==> config.mk <==
export PLATFORM = sky130hd
export DESIGN_NAME = map_display_to_index
export DESIGN_NICKNAME = d
export VERILOG_FILES = /design/src/rtl/map_display_to_index_pkg.sv /design/src/rtl/map_display_to_index_cell_axis_counter.sv /design/src/rtl/map_display_to_index.sv
export SDC_FILE = /design/constraint.sdc
export NUM_CORES = 1
export LEC_CHECK = 0
export BUFFER_PORTS_ARGS = -buffer_cell sky130_fd_sc_hd__buf_4
export CORE_ASPECT_RATIO = 0.6
export CORE_MARGIN = 1
export CORE_UTILIZATION = 60
export CTS_CLUSTER_DIAMETER = 120
export CTS_CLUSTER_SIZE = 16
export DETAILED_ROUTE_END_ITERATION = 8
export PLACE_DENSITY_LB_ADDON = 0.1
export SLEW_MARGIN = 10
export SYNTH_ARGS = -nofsm -noshare
export SYNTH_HDL_FRONTEND = slang
export SYNTH_SLANG_ARGS = --single-unit
==> constraint.sdc <==
create_clock -name clk -period 4.35 [get_ports clk]
set_input_delay 0.87 -clock clk [delete_from_list [all_inputs] [get_ports clk]]
set_output_delay 0.87 -clock clk [all_outputs]
set_load 0.01 [all_outputs]
==> src/rtl/map_display_to_index_pkg.sv <==
// Game-matrix geometry shared by the display<->index mappers.
package map_display_to_index_pkg;

  localparam int X_OFFSET  = 336;
  localparam int Y_OFFSET  = 27;
  localparam int CELL      = 16;
  localparam int COLS      = 32;
  localparam int ROWS      = 32;
  localparam int CELL_LOG2 = $clog2(CELL);

  localparam int POS_X_W = 11;
  localparam int POS_Y_W = 10;
  localparam int IDX_X_W = 7;
  localparam int IDX_Y_W = 6;

endpackage

==> src/rtl/map_display_to_index_cell_axis_counter.sv <==
// One axis of the raster tracker: sub-cell offset and cell index counters.
// The sub/idx/active/err outputs are the post-update values for the current
// pixel so the parent can register them together with its other outputs.
module map_display_to_index_cell_axis_counter #(
  parameter int CELL = 16,
  parameter int N    = 32,
  parameter int IW   = 7
) (
  input  logic                     clk,
  input  logic                     rst_n,
  input  logic                     load,
  input  logic                     step,
  input  logic                     brk,
  output logic [$clog2(CELL)-1:0]  sub,
  output logic [IW-1:0]            idx,
  output logic                     active,
  output logic                     err
);

  localparam int SW = $clog2(CELL);

  logic [SW-1:0] sub_q;
  logic [IW-1:0] idx_q;
  logic          active_q;

  // Next-state: load restarts the axis, step advances it, a break while
  // tracking drops out of the area and flags the discontinuity.
  always_comb begin
    sub    = sub_q;
    idx    = idx_q;
    active = active_q;
    err    = 1'b0;
    if (load) begin
      sub    = '0;
      idx    = '0;
      active = 1'b1;
    end else if (step && active_q) begin
      if (sub_q == SW'(CELL - 1)) begin
        sub = '0;
        if (idx_q == IW'(N - 1)) begin
          active = 1'b0;
        end else begin
          idx = idx_q + 1'b1;
        end
      end else begin
        sub = sub_q + 1'b1;
      end
    end else if (brk && active_q) begin
      active = 1'b0;
      err    = 1'b1;
    end
  end

  // Tracker state; idle after reset until the next load.
  always_ff @(posedge clk or negedge rst_n) begin
    if (!rst_n) begin
      sub_q    <= '0;
      idx_q    <= '0;
      active_q <= 1'b0;
    end else begin
      sub_q    <= sub;
      idx_q    <= idx;
      active_q <= active;
    end
  end

endmodule

==> src/rtl/map_display_to_index.sv <==
// Maps the raster pixel stream onto game-matrix cell index and in-cell
// offset using incremental counters locked to raster order.
module map_display_to_index
  import map_display_to_index_pkg::*;
(
  input  logic                 clk,
  input  logic                 rst_n,
  input  logic                 disp_valid,
  input  logic [POS_X_W-1:0]   disp_pos_x,
  input  logic [POS_Y_W-1:0]   disp_pos_y,
  output logic                 out_valid,
  output logic                 in_area,
  output logic [IDX_X_W-1:0]   matrix_idx_x,
  output logic [IDX_Y_W-1:0]   matrix_idx_y,
  output logic [CELL_LOG2-1:0] cell_off_x,
  output logic [CELL_LOG2-1:0] cell_off_y,
  output logic                 sync_err
);

  logic [POS_X_W-1:0] last_x;
  logic [POS_Y_W-1:0] last_y;

  logic x_origin, x_seq, x_load, x_step, x_brk;
  logic y_en, y_origin, y_seq, y_same, y_load, y_step, y_brk;

  logic [CELL_LOG2-1:0] x_sub, y_sub;
  logic [IDX_X_W-1:0]   x_idx;
  logic [IDX_Y_W-1:0]   y_idx;
  logic                 x_active, y_active, x_err, y_err;
  logic                 hit;

  // Classify the current pixel against the previous one on each axis.
  // Comparisons are widened by one bit so last+1 cannot wrap to zero.
  always_comb begin
    x_origin = disp_valid && (disp_pos_x == POS_X_W'(X_OFFSET));
    x_seq    = ({1'b0, disp_pos_x} == ({1'b0, last_x} + 1'b1));
    x_load   = x_origin;
    x_step   = disp_valid && !x_origin && x_seq;
    x_brk    = disp_valid && !x_origin && !x_seq;

    // The row tracker only looks at the first game-area pixel of each line.
    y_en     = x_origin;
    y_origin = (disp_pos_y == POS_Y_W'(Y_OFFSET));
    y_seq    = ({1'b0, disp_pos_y} == ({1'b0, last_y} + 1'b1));
    y_same   = (disp_pos_y == last_y);
    y_load   = y_en && y_origin;
    y_step   = y_en && !y_origin && y_seq;
    y_brk    = y_en && !y_origin && !y_seq && !y_same;

    hit      = disp_valid && x_active && y_active;
  end

  map_display_to_index_cell_axis_counter #(
    .CELL (CELL),
    .N    (COLS),
    .IW   (IDX_X_W)
  ) u_x_axis (
    .clk    (clk),
    .rst_n  (rst_n),
    .load   (x_load),
    .step   (x_step),
    .brk    (x_brk),
    .sub    (x_sub),
    .idx    (x_idx),
    .active (x_active),
    .err    (x_err)
  );

  map_display_to_index_cell_axis_counter #(
    .CELL (CELL),
    .N    (ROWS),
    .IW   (IDX_Y_W)
  ) u_y_axis (
    .clk    (clk),
    .rst_n  (rst_n),
    .load   (y_load),
    .step   (y_step),
    .brk    (y_brk),
    .sub    (y_sub),
    .idx    (y_idx),
    .active (y_active),
    .err    (y_err)
  );

  // Remember the previous position seen by each axis tracker.
  always_ff @(posedge clk or negedge rst_n) begin
    if (!rst_n) begin
      last_x <= '0;
      last_y <= '0;
    end else begin
      if (disp_valid) last_x <= disp_pos_x;
      if (y_en)       last_y <= disp_pos_y;
    end
  end

  // Register outputs; index/offset are forced to zero outside the area.
  always_ff @(posedge clk or negedge rst_n) begin
    if (!rst_n) begin
      out_valid    <= 1'b0;
      in_area      <= 1'b0;
      matrix_idx_x <= '0;
      matrix_idx_y <= '0;
      cell_off_x   <= '0;
      cell_off_y   <= '0;
      sync_err     <= 1'b0;
    end else begin
      out_valid    <= disp_valid;
      in_area      <= hit;
      matrix_idx_x <= hit ? x_idx : '0;
      matrix_idx_y <= hit ? y_idx : '0;
      cell_off_x   <= hit ? x_sub : '0;
      cell_off_y   <= hit ? y_sub : '0;
      sync_err     <= x_err || y_err;
    end
  end

endmodule
Word-level counts from Yosys, hierarchy flattened --
Index checks and enable logic that the tools add are counted.
Word-level totals: flip-flop bits (word level) 68, bits of input ports 24, output and inout bits 24, word-level logic and storage cells 85
Cells by class: mux-type cells 34, reduce and logical (&&, ||, !) cells 21, add/sub/neg operators 6, equal/unequal tests 9
Operator list (number):
- $mux W7 | 5
- $mux W4 | 8
- $mux W6 | 5
- $mux W1 | 16
- $logic_and A1 B1 Y1 | 15
- $add A11 B1 Y12 const B | 1
- $eq A11 B12 Y1 | 1
- $add A10 B1 Y11 const B | 1
- $eq A10 B11 Y1 | 1
- $eq A11 B9 Y1 const B | 1
- $eq A10 B10 Y1 | 1
- $eq A10 B5 Y1 const B | 1
- $add A4 B1 Y4 const B | 2
- $eq A4 B4 Y1 const B | 2
- $add A7 B1 Y7 const B | 1
- $eq A7 B5 Y1 const B | 1
- $add A6 B1 Y6 const B | 1
- $eq A6 B5 Y1 const B | 1
- $logic_not A1 Y1 | 5
- $logic_or A1 B1 Y1 | 1

Logic depth before layout (Yosys ltp) --
Gate-level depths: netlist of run 1.
depth after elaboration 12, depth in mapped cells 9, mapped depth without buffers 8

Hierarchy --
Synthesis of run 1 repeated with hierarchy kept, for this count alone.
Unflattened totals: cells, all modules 346, area total of the unflattened synthesis 3712.3 um^2
By module, submodules not included:
- map_display_to_index | times used 1, area each 2384.8 um^2, cells each 221, seq. area each 1126.1 um^2
- map_display_to_index_cell_axis_counter (u_x_axis) | times used 1, area each 706.9 um^2, cells each 66, seq. area each 300.3 um^2
- map_display_to_index_cell_axis_counter (u_y_axis) | times used 1, area each 620.6 um^2, cells each 59, seq. area each 275.3 um^2

Least setup slack after synthesis of run 1 --
No wires, ideal clock.
path kind input -> register, start point input disp_pos_x[5], end point register u_y_axis.idx_q[4], setup time 0.144 ns, arrival 2.771 ns, buffers on the path 0, path slack 1.435 ns, data required time 4.206 ns, cell stages on the path 7, cells stage by stage or4b_4 -> nor4_4 -> nor3b_4 -> nand2_2 -> nor4_4 -> mux2i_1 -> a21oi_1
Between the ends: longest elaborated chain between the ends 7, elaborated cells on any way between the ends 8, classes of those cells eq/ne: 1; mux: 2; reduce/logical: 5
RTL lines:
- start, declared | line map_display_to_index.sv:9 | input logic [POS_X_W-1:0] disp_pos_x,
- $eq A11 B9 Y1 (*) | line map_display_to_index.sv:35 | x_origin = disp_valid && (disp_pos_x == POS_X_W'(X_OFFSET));
- $logic_and A1 B1 Y1 (*) | line map_display_to_index.sv:35
- $logic_and A1 B1 Y1 (2 in a row) | line map_display_to_index.sv:47 | y_step = y_en && !y_origin && y_seq;
- $logic_and A1 B1 Y1 | line map_display_to_index_cell_axis_counter.sv:37 | end else if (step && active_q) begin
- $mux W6 | line map_display_to_index_cell_axis_counter.sv:37
- $mux W6 (*) | line map_display_to_index_cell_axis_counter.sv:33 | if (load) begin
- named net u_y_axis.idx[4] | line map_display_to_index_cell_axis_counter.sv:15 | output logic [IW-1:0] idx,
- end signal, assigned | line map_display_to_index_cell_axis_counter.sv:62 | idx_q <= idx;
- end, declared | line map_display_to_index_cell_axis_counter.sv:23 | logic [IW-1:0] idx_q;
The timed path passes the listed nets; every way through them passes the cells marked *. A chain may end at the register's enable or synchronous reset.

Worst setup path after layout of run 1 --
start point register last_x[0], end point register matrix_idx_x[3]
Between the ends: longest elaborated chain between the ends 11, elaborated cells on any way between the ends 15, classes of those cells add/sub: 1; eq/ne: 1; mux: 6; reduce/logical: 7
RTL lines:
- start, declared | line map_display_to_index.sv:20 | logic [POS_X_W-1:0] last_x;
- start signal, assigned | line map_display_to_index.sv:91 | if (disp_valid) last_x <= disp_pos_x;
- $add A11 B1 Y12 (*) | line map_display_to_index.sv:36 | x_seq = ({1'b0, disp_pos_x} == ({1'b0, last_x} + 1'b1));
- $eq A11 B12 Y1 (*) | line map_display_to_index.sv:36
- $logic_not A1 Y1 | line map_display_to_index.sv:39 | x_brk = disp_valid && !x_origin && !x_seq;
- $logic_and A1 B1 Y1 | line map_display_to_index.sv:39
- $logic_and A1 B1 Y1 | line map_display_to_index_cell_axis_counter.sv:48 | end else if (brk && active_q) begin
- $mux W1 | line map_display_to_index_cell_axis_counter.sv:48
- $mux W1 | line map_display_to_index_cell_axis_counter.sv:37
- $mux W1 | line map_display_to_index_cell_axis_counter.sv:33
- $logic_and A1 B1 Y1 (2 in a row) | line map_display_to_index.sv:50 | hit = disp_valid && x_active && y_active;
- $mux W7 (*) | line map_display_to_index.sv:109 | matrix_idx_x <= hit ? x_idx : '0;
- end signal, assigned | line map_display_to_index.sv:109
- end, declared | line map_display_to_index.sv:13 | output logic [IDX_X_W-1:0] matrix_idx_x,
Mark *: on every way between the ends. The rest lies on a longest branch, timed or not.

==> results.sh, run 1 <==
export IMPL_tightest_slew_ps=847
export IMPL_cts_clk_slew_worst_paths_ps=70
export IMPL_period_needed_ps=3130
export IMPL_cts_resized=0
export IMPL_initial_core_util=0.633
export IMPL_crit_fanout=5
export IMPL_fmax_mhz=319
export IMPL_grt_use_met1=0.424
export IMPL_timing_rr_end="matrix_idx_x[3]"
export IMPL_combinationalPowerShare=0.110
export IMPL_cts_max_path_buffers=2
export IMPL_postCtsSetupRepairBufs=0
export IMPL_crit_type="reg2reg"
export IMPL_netlist_area_sq_mm=0.00394
export IMPL_synthFlopType="dfrtp_1"
export IMPL_final_setup_viol_count=0
export IMPL_fin_ws_ps=1220
export IMPL_io_buffer_count=47
export IMPL_cp_end_kind="register"
export IMPL_drc_errors=0
export IMPL_ir_drop_mv=0.228
export IMPL_areaGrowthSynthToFinish_pct=15.0
export IMPL_grt_max_degree=69
export IMPL_slew_viol_final=0
export IMPL_ant_nets=0
export IMPL_avgRoutedWirePerCell_um=17.0
export IMPL_netlist_instances=401
export IMPL_required_ps=4590
export IMPL_r2r_slack_ps=1220
export IMPL_die_h_um=64.7
export IMPL_power_share_switching=0.252
export IMPL_maxCapViolations=0
export IMPL_drive_gt1_frac=0.203
export IMPL_min_from="last_y[9]"
export IMPL_core_area_sq_mm=0.00622
export IMPL_rsz0062_at_grt="no"
export IMPL_whs_ps=534
export IMPL_dr_pass1_iters=5
export IMPL_busiest_layer="met1"
export IMPL_row_count=22
export IMPL_setup_tns_ps=0
export IMPL_met2_usage=0.419
export IMPL_grt_pass1_wl_mm=15.4
export IMPL_antenna_found_initial=0
export IMPL_diodes=0
export IMPL_synth_async_sr_flop_share=1.00
export IMPL_intPower_uw=938
export IMPL_cpPeakStageDelay_ps=610
export IMPL_gr_usage_all_layers=0.293
export IMPL_nFillCells=493
export IMPL_holdPathEnd="last_y[9]"
export IMPL_crit_arrival_ps=3370
export IMPL_use_met3=0.107
export IMPL_seqPwrFrac=0.528
export IMPL_period_share=0.720
export IMPL_numCtsBuffers=9
export IMPL_finalHoldViolations=0
export IMPL_synth_distinct_cells=61
export IMPL_path_cells="ha_1, xor3_1, o22ai_1, nor4b_1, and4_1, nand2_1, or3_1, a211oi_1"
export IMPL_htree_levels=3
export IMPL_gp_congestion=0.935
export IMPL_root_buffer="clkbuf_8"
export IMPL_yosysWarnings=0
export IMPL_clock_skew_ps=6.11
export IMPL_power_density_mw_per_mm2=277
export IMPL_p_sw_uw=315
export IMPL_final_core_util=0.728
export IMPL_p_leak_uw=0.00200
export IMPL_hold_buffers=0
export IMPL_avgSynthCellArea_sq_um=9.82
export IMPL_ios=48
export IMPL_r2r_cells=8
export IMPL_hp_class="reg2reg"
export IMPL_clockPowerShare=0.362
export IMPL_grt_overflow_total=0
export IMPL_cp_slowest_cell="nor4b_1"
export IMPL_r2r_start="last_x[0]"
export IMPL_fp_dieArea_sq_mm=0.00690
export IMPL_syn_nets=431
export IMPL_synth_edf_count=0
export IMPL_post_dp_hpwl_mm=6.68
export IMPL_cts_tree="built"
export IMPL_slew_headroom=0.435
export IMPL_hold_path_depth=2
export IMPL_dieWidth_um=107
export IMPL_numClockSinks=68
export IMPL_routed_wl_mm=9.13
export IMPL_fin_nets=480
export IMPL_drt_iter0_markers=197
export IMPL_post_place_ws_ps=1120
export IMPL_outcome="completed"
export IMPL_clk_latency_ps=340
export IMPL_startpoint_type="register"
export IMPL_grt_pass1_vias=3089
export IMPL_viasPerCell=5.99
export IMPL_ys_seq_area_frac=0.432
export IMPL_ys_seq_elements=68
export IMPL_via_count=3225
[metrics by stage]
stage | area (sq um) | cells | power, uW
final | 4530 | 538 | 1250
after global routing | 4530 | 538 | 1310
after CTS | 4530 | 538 | 1260
after detailed placement | 4360 | 523 | 808
after global placement | 4360 | 523 | 806
after floorplan | 3940 | 401 | 751
[placed cells by master (no fill, tap or decap), types with 2 or more instances in the layout]
| master | count |
|---|---|
| nand2_1 | 48 |
| nor2_1 | 33 |
| dfrtp_1 | 68 |
| a211oi_1 | 4 |
| nor4b_1 | 2 |
| nand4_1 | 12 |
| xnor2_1 | 13 |
| ha_1 | 6 |
| a31oi_1 | 3 |
| nor3_1 | 15 |
| a21oi_1 | 14 |
| nand3_1 | 23 |
| xor2_1 | 19 |
| nor2b_1 | 4 |
| mux2_2 | 10 |
| or3_1 | 5 |
| and3_1 | 8 |
| nor4_4 | 4 |
| and4_1 | 4 |
| clkbuf_8 | 11 |
| o21ai_0 | 9 |
| and2_1 | 7 |
| inv_1 | 5 |
| nand3b_1 | 4 |
| buf_4 | 49 |
| nor4_1 | 15 |
| nand2b_1 | 4 |
| clkinv_2 | 2 |
| nor3_2 | 7 |
| mux2i_1 | 12 |
| clkbuf_1 | 2 |
| o22ai_1 | 2 |
| nand4b_1 | 2 |
| or4_1 | 2 |
[registers in the layout, indices dropped and copies added, names as in the netlist]
signal / cells
last_x: 11
last_y: 10
matrix_idx_x: 7
u_x_axis.idx_q: 7
matrix_idx_y: 6
u_y_axis.idx_q: 6
cell_off_x: 4
cell_off_y: 4
u_x_axis.sub_q: 4
u_y_axis.sub_q: 4
in_area: 1
out_valid: 1
sync_err: 1
u_x_axis.active_q: 1
u_y_axis.active_q: 1
[routing by layer]
layer,wire length [um],part of all wire,vias up
li1,-,-,1562
met1,4440,0.49,1528
met2,3820,0.42,130
met3,840,0.092,5
met4,36,0.0039,0
met5,0,0,-
[power groups by stage]
stage / logic, uW / clock network [uW] / registers, uW
floorplan: 84.8 / 0 / 666
global placement: 133 / 0 / 673
detailed placement: 135 / 0 / 673
CTS: 136 / 467 / 661
global route: 151 / 493 / 664
finish: 137 / 454 / 662
[cell type report]
class                      count  area [sq um]  share of cell area
multi-input combinational    317          2160               0.478
tap                           84           105              0.0232
inverter                       5          18.8             0.00415
clock inverter                 2          10.0             0.00221
sequential                    68          1700               0.376
timing repair buffer          49           368              0.0813
clock buffer                  13           159              0.0351
[Yosys cell counts (all sizes together) (2+ instances only)]
master | n | area (sq um)
dfrtp | 68 | 1700
mux2i | 12 | 120
o21ai | 9 | 45.0
clkbuf | 7 | 27.5
o31ai | 3 | 41.3
a31oi | 4 | 40.0
o22ai | 2 | 12.5
and4 | 4 | 35.0
nand4b | 2 | 17.5
or4 | 2 | 15.0
or4b | 2 | 23.8
inv | 5 | 18.8
nor2b | 4 | 25.0
or3b | 2 | 20.0
nand2 | 49 | 186
xor2 | 19 | 166
nor2 | 33 | 124
and3 | 8 | 50.1
xnor2 | 13 | 114
nor3b | 2 | 26.3
nand2b | 4 | 25.0
and2 | 7 | 43.8
nor4b | 3 | 32.5
buf | 4 | 23.8
nand3b | 4 | 30.0
or3 | 5 | 31.3
mux2 | 10 | 113
a21oi | 14 | 70.1
nor3 | 22 | 145
nor4 | 20 | 191
nand3 | 23 | 115
ha | 6 | 75.1
nand4 | 12 | 75.1
a211oi | 4 | 30.0
[critical path, delay by kind of cell, from the launching register on]
family	cells	cell delay, ps
adders and majority gates	1	260
and+or+nand+nor	4	1460
AOI/OAI and AO/OA	2	440
DFF	1	430
xor gates and xnor gates	1	430
[worst max-delay path by stage]
stage                       start                 to  slack (ps)
floorplan           disp_pos_x[5]  u_y_axis.idx_q[4]        1430
global placement    disp_pos_x[5]    matrix_idx_y[3]        1170
detailed placement  disp_pos_x[5]  u_y_axis.idx_q[4]        1120
CTS                     last_x[0]    matrix_idx_x[3]        1290
global route            last_x[0]    matrix_idx_x[3]        1010
finish                  last_x[0]    matrix_idx_x[3]        1220
[cells by family (layout without fill, tap and decap cells)]
family	count (synthesis)	count (layout)	share of synthesized area
compound gates	47	47	0.0842
xor+xnor	33	33	0.0772
fa+ha+maj	6	6	0.0191
buf+inv	16	69	0.0178
flops	68	68	0.432
mux	22	22	0.0591
simple gates	209	209	0.310
No activity file was read; power rests on OpenSTA's default activity.
==> run 2: changes to the inputs <==
--- a/config.mk
+++ b/config.mk
@@ -8,7 +8,7 @@
 export BUFFER_PORTS_ARGS = -buffer_cell sky130_fd_sc_hd__buf_4
 export CORE_ASPECT_RATIO = 0.6
 export CORE_MARGIN = 1
-export CORE_UTILIZATION = 60
+export CORE_UTILIZATION = 53
 export CTS_CLUSTER_DIAMETER = 120
 export CTS_CLUSTER_SIZE = 16
 export DETAILED_ROUTE_END_ITERATION = 8
==> constraint.sdc (replaced) <==
create_clock -name clk -period 2.55 [get_ports clk]
set_input_delay 0.51 -clock clk [delete_from_list [all_inputs] [get_ports clk]]
set_output_delay 0.51 -clock clk [all_outputs]
set_load 0.01 [all_outputs]
==> run 2 against run 1 <==
Effect of this change: sequential power grew 69%; combinational power increased by 150%; die area grew 13%.
==> results.sh, run 2 (synthesis gave the netlist of run 1 again) <==
export IMPL_period_needed_ps=2540
export IMPL_post_dp_hpwl_mm=7.47
export IMPL_grt_max_degree=69
export IMPL_required_ps=2750
export IMPL_ios=48
export IMPL_tightest_slew_ps=872
export IMPL_hp_class="in2async"
export IMPL_diodes=0
export IMPL_whs_ps=306
export IMPL_viasPerCell=5.88
export IMPL_numClockSinks=68
export IMPL_clk_latency_ps=340
export IMPL_cts_max_path_buffers=2
export IMPL_seqPwrFrac=0.397
export IMPL_numCtsBuffers=9
export IMPL_ant_nets=0
export IMPL_clock_skew_ps=6.02
export IMPL_dr_pass1_iters=7
export IMPL_grt_pass1_wl_mm=17.1
export IMPL_core_area_sq_mm=0.00694
export IMPL_fmax_mhz=394
export IMPL_cts_tree="built"
export IMPL_dpl_instance_area_sq_mm=0.00479
export IMPL_htree_levels=3
export IMPL_gp_congestion=1.04
export IMPL_slew_viol_final=0
export IMPL_grt_pass1_vias=3405
export IMPL_cp_slowest_cell="dfrtp_1"
export IMPL_slew_headroom=0.419
export IMPL_nFillCells=475
export IMPL_fin_area_sq_mm=0.00547
export IMPL_power_share_switching=0.250
export IMPL_drive_gt1_frac=0.394
export IMPL_cp_end_kind="register"
export IMPL_ir_drop_mv=0.490
export IMPL_row_count=23
export IMPL_clockPowerShare=0.483
export IMPL_crit_arrival_ps=2740
export IMPL_routed_wl_mm=11.0
export IMPL_io_buffer_count=47
export IMPL_dp_cells=591
export IMPL_combinationalPowerShare=0.120
export IMPL_crit_fanout=3
export IMPL_power_density_mw_per_mm2=517
export IMPL_final_setup_viol_count=0
export IMPL_period_share=0.995
export IMPL_avgRoutedWirePerCell_um=17.7
export IMPL_dieWidth_um=113
export IMPL_via_count=3636
export IMPL_root_buffer="clkbuf_16"
export IMPL_largest_reg_flops=11
export IMPL_drc_errors=0
export IMPL_fin_nets=543
export IMPL_outcome="completed"
export IMPL_crit_type="reg2reg"
export IMPL_die_h_um=68.8
export IMPL_layout_commonest_cell="buf_4"
export IMPL_areaGrowthSynthToFinish_pct=39.1
export IMPL_fin_cells=618
export IMPL_p_leak_uw=0.00243
export IMPL_rsz0062_at_grt="yes"
export IMPL_regMostFlops="last_x"
export IMPL_drt_iter0_markers=285
export IMPL_antenna_found_initial=0
export IMPL_initial_core_util=0.568
export IMPL_gr_usage_all_layers=0.291
export IMPL_grt_overflow_total=0
export IMPL_startpoint_type="register"
export IMPL_p_sw_uw=709
export IMPL_cts_clk_slew_worst_paths_ps=60
export IMPL_intPower_uw=2120
export IMPL_reg_top3="last_x x11, last_y x10"
export IMPL_finalHoldViolations=0
export IMPL_path_cells="ha_2, buf_4, nand3_1, o211ai_1, nor4_2, nand4_1, buf_4, nor4_2, mux2i_1, nor3_1"
export IMPL_layout_common_cells="109 x buf_4, 63 x dfrtp_1, 47 x nand2_1"
export IMPL_fp_dieArea_sq_mm=0.00779
export IMPL_cpPeakStageDelay_ps=400
export IMPL_maxCapViolations=0
[run 2: changes by cell type in the layout (fill, tap and decap cells not counted), sizes merged]
cell	before	now
buf	49	112
clkbuf	13	9
bufinv	0	2
clkinvlp	0	2
inv	5	7
clkinv	2	1
[run 2: path summary, 6_finish.rpt]
| kind | start | end | slack (ps) | cells after the start |
|---|---|---|---|---|
| worst max-delay path | last_x[1] | matrix_idx_x[4] | 10 | 10 |
| worst min-delay path | rst_n | cell_off_x[3] | 310 | 1 |
| worst max register to register | last_x[1] | matrix_idx_x[4] | 10 | 10 |
| worst min register to register | last_y[9] | last_y[9] | 580 | 2 |
| max in group asynchronous | rst_n | last_y[2] | 1630 | 1 |
| min in group clk | disp_valid | out_valid | 350 | 1 |
[run 2: layout make-up]
type / count / area (sq um) / area share
Multi-Input combinational cell: 317 / 2430 / 0.444
Sequential cell: 68 / 1710 / 0.312
Timing Repair Buffer: 112 / 870 / 0.159
Clock buffer: 9 / 225 / 0.0411
Tap cell: 100 / 125 / 0.0229
Clock inverter: 7 / 97.6 / 0.0178
Inverter: 5 / 18.8 / 0.00343
[run 2: timing repair]
| item | 4_1_cts | 5_1_grt |
|---|---|---|
| cloned | 0 | 0 |
| setup buffers | 2 | 9 |
| pin swaps | 7 | 15 |
| endpoints found under the setup margin | 28 | 35 |
| endpoints found under the hold margin | 0 | 0 |
| hold buffers | 0 | 0 |
| resized for setup | 11 | 44 |
[run 2: power by group through the flow]
| stage | clock network, uW | registers [uW] | logic [uW] |
|---|---|---|---|
| floorplan | 0 | 1140 | 145 |
| global placement | 0 | 1140 | 282 |
| detailed placement | 0 | 1140 | 290 |
| CTS | 1380 | 1120 | 307 |
| global route | 1420 | 1130 | 365 |
| finish | 1370 | 1120 | 340 |
[run 2: stage by stage]
step,power (uW),utilization,TNS (ps),setup WS (ps)
after floorplan,1280,-,0,62.8
after global placement,1420,0.691,-1180,-108
after detailed placement,1430,0.691,-3070,-228
after CTS,2810,0.750,-33.9,-22.3
after global routing,2910,0.789,-453,-68.1
final,2830,0.789,0,13.5
[run 2: layer usage]
layer	vias to the layer above	GRT usage	wire length (um)
met5	-	0	0
met4	0	0.0724	123
met3	18	0.0778	795
met2	165	0.472	5000
met1	1767	0.394	5030
li1	1686	-	-
[run 2: critical path, delay by kind of cell, from the launching register on]
family,cells,cell delay [ps]
flip-flops,1,400
adder cells (fa/ha/maj),1,200
multiplexers,1,360
buffers and inverters,2,330
AO/OA/AOI/OAI,1,220
AND/OR/NAND/NOR,5,880
==> run 3: changes to the inputs <==
--- a/config.mk
+++ b/config.mk
@@ -5,13 +5,14 @@
 export SDC_FILE = /design/constraint.sdc
 export NUM_CORES = 1
 export LEC_CHECK = 0
-export BUFFER_PORTS_ARGS = -buffer_cell sky130_fd_sc_hd__buf_4
+export CAP_MARGIN = 5
 export CORE_ASPECT_RATIO = 0.6
 export CORE_MARGIN = 1
-export CORE_UTILIZATION = 53
+export CORE_UTILIZATION = 58
 export CTS_CLUSTER_DIAMETER = 120
 export CTS_CLUSTER_SIZE = 16
 export DETAILED_ROUTE_END_ITERATION = 8
+export DONT_BUFFER_PORTS = 1
 export PLACE_DENSITY_LB_ADDON = 0.1
 export SLEW_MARGIN = 10
 export SYNTH_ARGS = -nofsm -noshare
==> run 3 against run 2 <==
Effect of this change: the run now ends with setup timing left; non-clock buffer count down 34; setup slack lost 70 ps; critical endpoint is now matrix_idx_y[1]; first-iteration DRC count up 39%; wire length is 15% higher; highest routed layer unchanged; sequential cell count is the same.
==> results.sh, run 3 (synthesis gave the netlist of run 1 again) <==
export IMPL_period_needed_ps=2610
export IMPL_cts_tree="built"
export IMPL_slew_viol_final=0
export IMPL_die_h_um=65.8
export IMPL_fin_nets=510
export IMPL_critical_path_top_delay_family="simple AND/OR/NAND/NOR gates"
export IMPL_startpoint_type="register"
export IMPL_avgRoutedWirePerCell_um=22.3
export IMPL_dr_pass1_iters=5
export IMPL_numCtsBuffers=9
export IMPL_final_setup_viol_count=7
export IMPL_fmax_mhz=384
export IMPL_row_count=22
export IMPL_drt_iter0_markers=395
export IMPL_cts_clk_slew_worst_paths_ps=60
export IMPL_ir_drop_mv=0.489
export IMPL_core_area_sq_mm=0.00633
export IMPL_fp_dieArea_sq_mm=0.00713
export IMPL_clk_latency_ps=340
export IMPL_ant_nets=0
export IMPL_viasPerCell=6.65
export IMPL_routed_wl_mm=12.6
export IMPL_layout_common_cells="73 x buf_4, 68 x dfrtp_1, 47 x nand2_1"
export IMPL_fin_ws_ps=-56.4
export IMPL_p_leak_uw=0.00233
export IMPL_antenna_found_initial=0
export IMPL_grt_overflow_total=0
export IMPL_diodes=0
export IMPL_outcome="complete, but fails checks"
export IMPL_worst_path_most_repeated_cell="buf_4"
export IMPL_cp_slowest_cell="dfrtp_1"
export IMPL_hp_class="in2async"
export IMPL_worst_path_buf_inv=3
export IMPL_slew_headroom=0.653
export IMPL_ios=48
export IMPL_crit_arrival_ps=2820
export IMPL_clock_skew_ps=6.87
export IMPL_largest_reg_flops=11
export IMPL_cpPeakStageDelay_ps=410
export IMPL_total_power_uw=2970
export IMPL_tightest_slew_ps=506
export IMPL_root_buffer="clkbuf_16"
export IMPL_violations="setup timing"
export IMPL_grt_pass1_vias=3442
export IMPL_drive_gt1_frac=0.360
export IMPL_period_share=1.02
export IMPL_gr_usage_all_layers=0.343
export IMPL_crit_fanout=7
export IMPL_maxCapViolations=0
export IMPL_dieWidth_um=108
export IMPL_finalHoldViolations=0
export IMPL_areaGrowthSynthToFinish_pct=35.9
export IMPL_power_density_mw_per_mm2=554
export IMPL_initial_core_util=0.622
export IMPL_crit_type="reg2reg"
export IMPL_required_ps=2760
export IMPL_path_cells="buf_4, and4_1, a211oi_1, nor3_1, buf_4, nor4b_4, buf_4, nand4_1, mux2i_1, nor3_2"
export IMPL_whs_ps=41.6
export IMPL_via_count=3780
export IMPL_gp_congestion=0.967
export IMPL_io_buffer_count=0
export IMPL_layout_commonest_cell="buf_4"
export IMPL_grt_max_degree=69
export IMPL_cp_end_kind="register"
export IMPL_grt_pass1_wl_mm=17.9
export IMPL_cts_max_path_buffers=2
export IMPL_drc_errors=0
export IMPL_htree_levels=3
export IMPL_post_dp_hpwl_mm=7.33
export IMPL_regMostFlops="last_x"
export IMPL_numClockSinks=68
export IMPL_reg_top3="last_x x11, last_y x10"
export IMPL_rsz0062_at_grt="yes"
==> run 3: final timing paths <==
check | start | end | slack, ps | depth (start not counted)
setup / recovery | last_y[4] | matrix_idx_y[1] | -60 | 10
hold / removal | rst_n | cell_off_x[0] | 40 | 1
setup reg to reg | last_y[4] | matrix_idx_y[1] | -60 | 10
hold reg to reg | last_x[10] | last_x[10] | 580 | 1
max in group asynchronous | rst_n | sync_err | 2220 | 1
min in group clk | disp_valid | out_valid | 190 | 0
==> run 3: power breakdown <==
group	internal [uW]	total, uW	switching (uW)
clock network	1050	1550	498
registers	1100	1120	21.4
logic	145	295	150
total	2300	2970	670
==> run 3: worst register-to-register path, cell delays in order, from the launching register on <==
cell and delay (ps):
dfrtp_1 410, buf_4 150, and4_1 210, a211oi_1 310, nor3_1 120, buf_4 150
nor4b_4 210, buf_4 200, nand4_1 200, mux2i_1 410, nor3_2 110
==> run 3: layer usage <==
metal	part of all wire	vias up	routed length, um	track usage
li1	-	1628	-	-
met1	0.41	1793	5170	0.474
met2	0.45	305	5680	0.511
met3	0.11	54	1440	0.123
met4	0.029	0	364	0.0929
met5	0	-	0	0
==> run 3: metrics by stage <==
step / utilization / setup TNS (ps) / worst slack (ps) / instances / instance area [sq um]
after global routing: 0.845 / -2170 / -197 / 568 / 5350
after detailed placement: 0.706 / -6030 / -416 / 538 / 4470
after global placement: 0.706 / -5890 / -449 / 538 / 4470
after floorplan: - / 0 / 62.8 / 401 / 3940
final: 0.845 / -252 / -56.4 / 568 / 5350
after CTS: 0.792 / -42.4 / -17.7 / 561 / 5010
==> run 3: what timing repair did <==
action / in CTS / in global routing
hold buffers: 1 / 0
gates resized for setup: 15 / 52
cloned: 1 / 0
pin swaps: 5 / 31
endpoints found under the hold margin: 68 / 0
setup endpoints to repair: 27 / 33
buffers inserted: 6 / 7
==> run 3: layout make-up <==
| class | instances | area [sq um] |
|---|---|---|
| clock inverters | 6 | 138 |
| fillers | 330 | 981 |
| well taps | 84 | 105 |
| repair buffers | 78 | 629 |
| multi-input cells | 318 | 2530 |
| flip-flops and latches | 68 | 1700 |
| clock buffers | 9 | 225 |
| inverters | 5 | 18.8 |
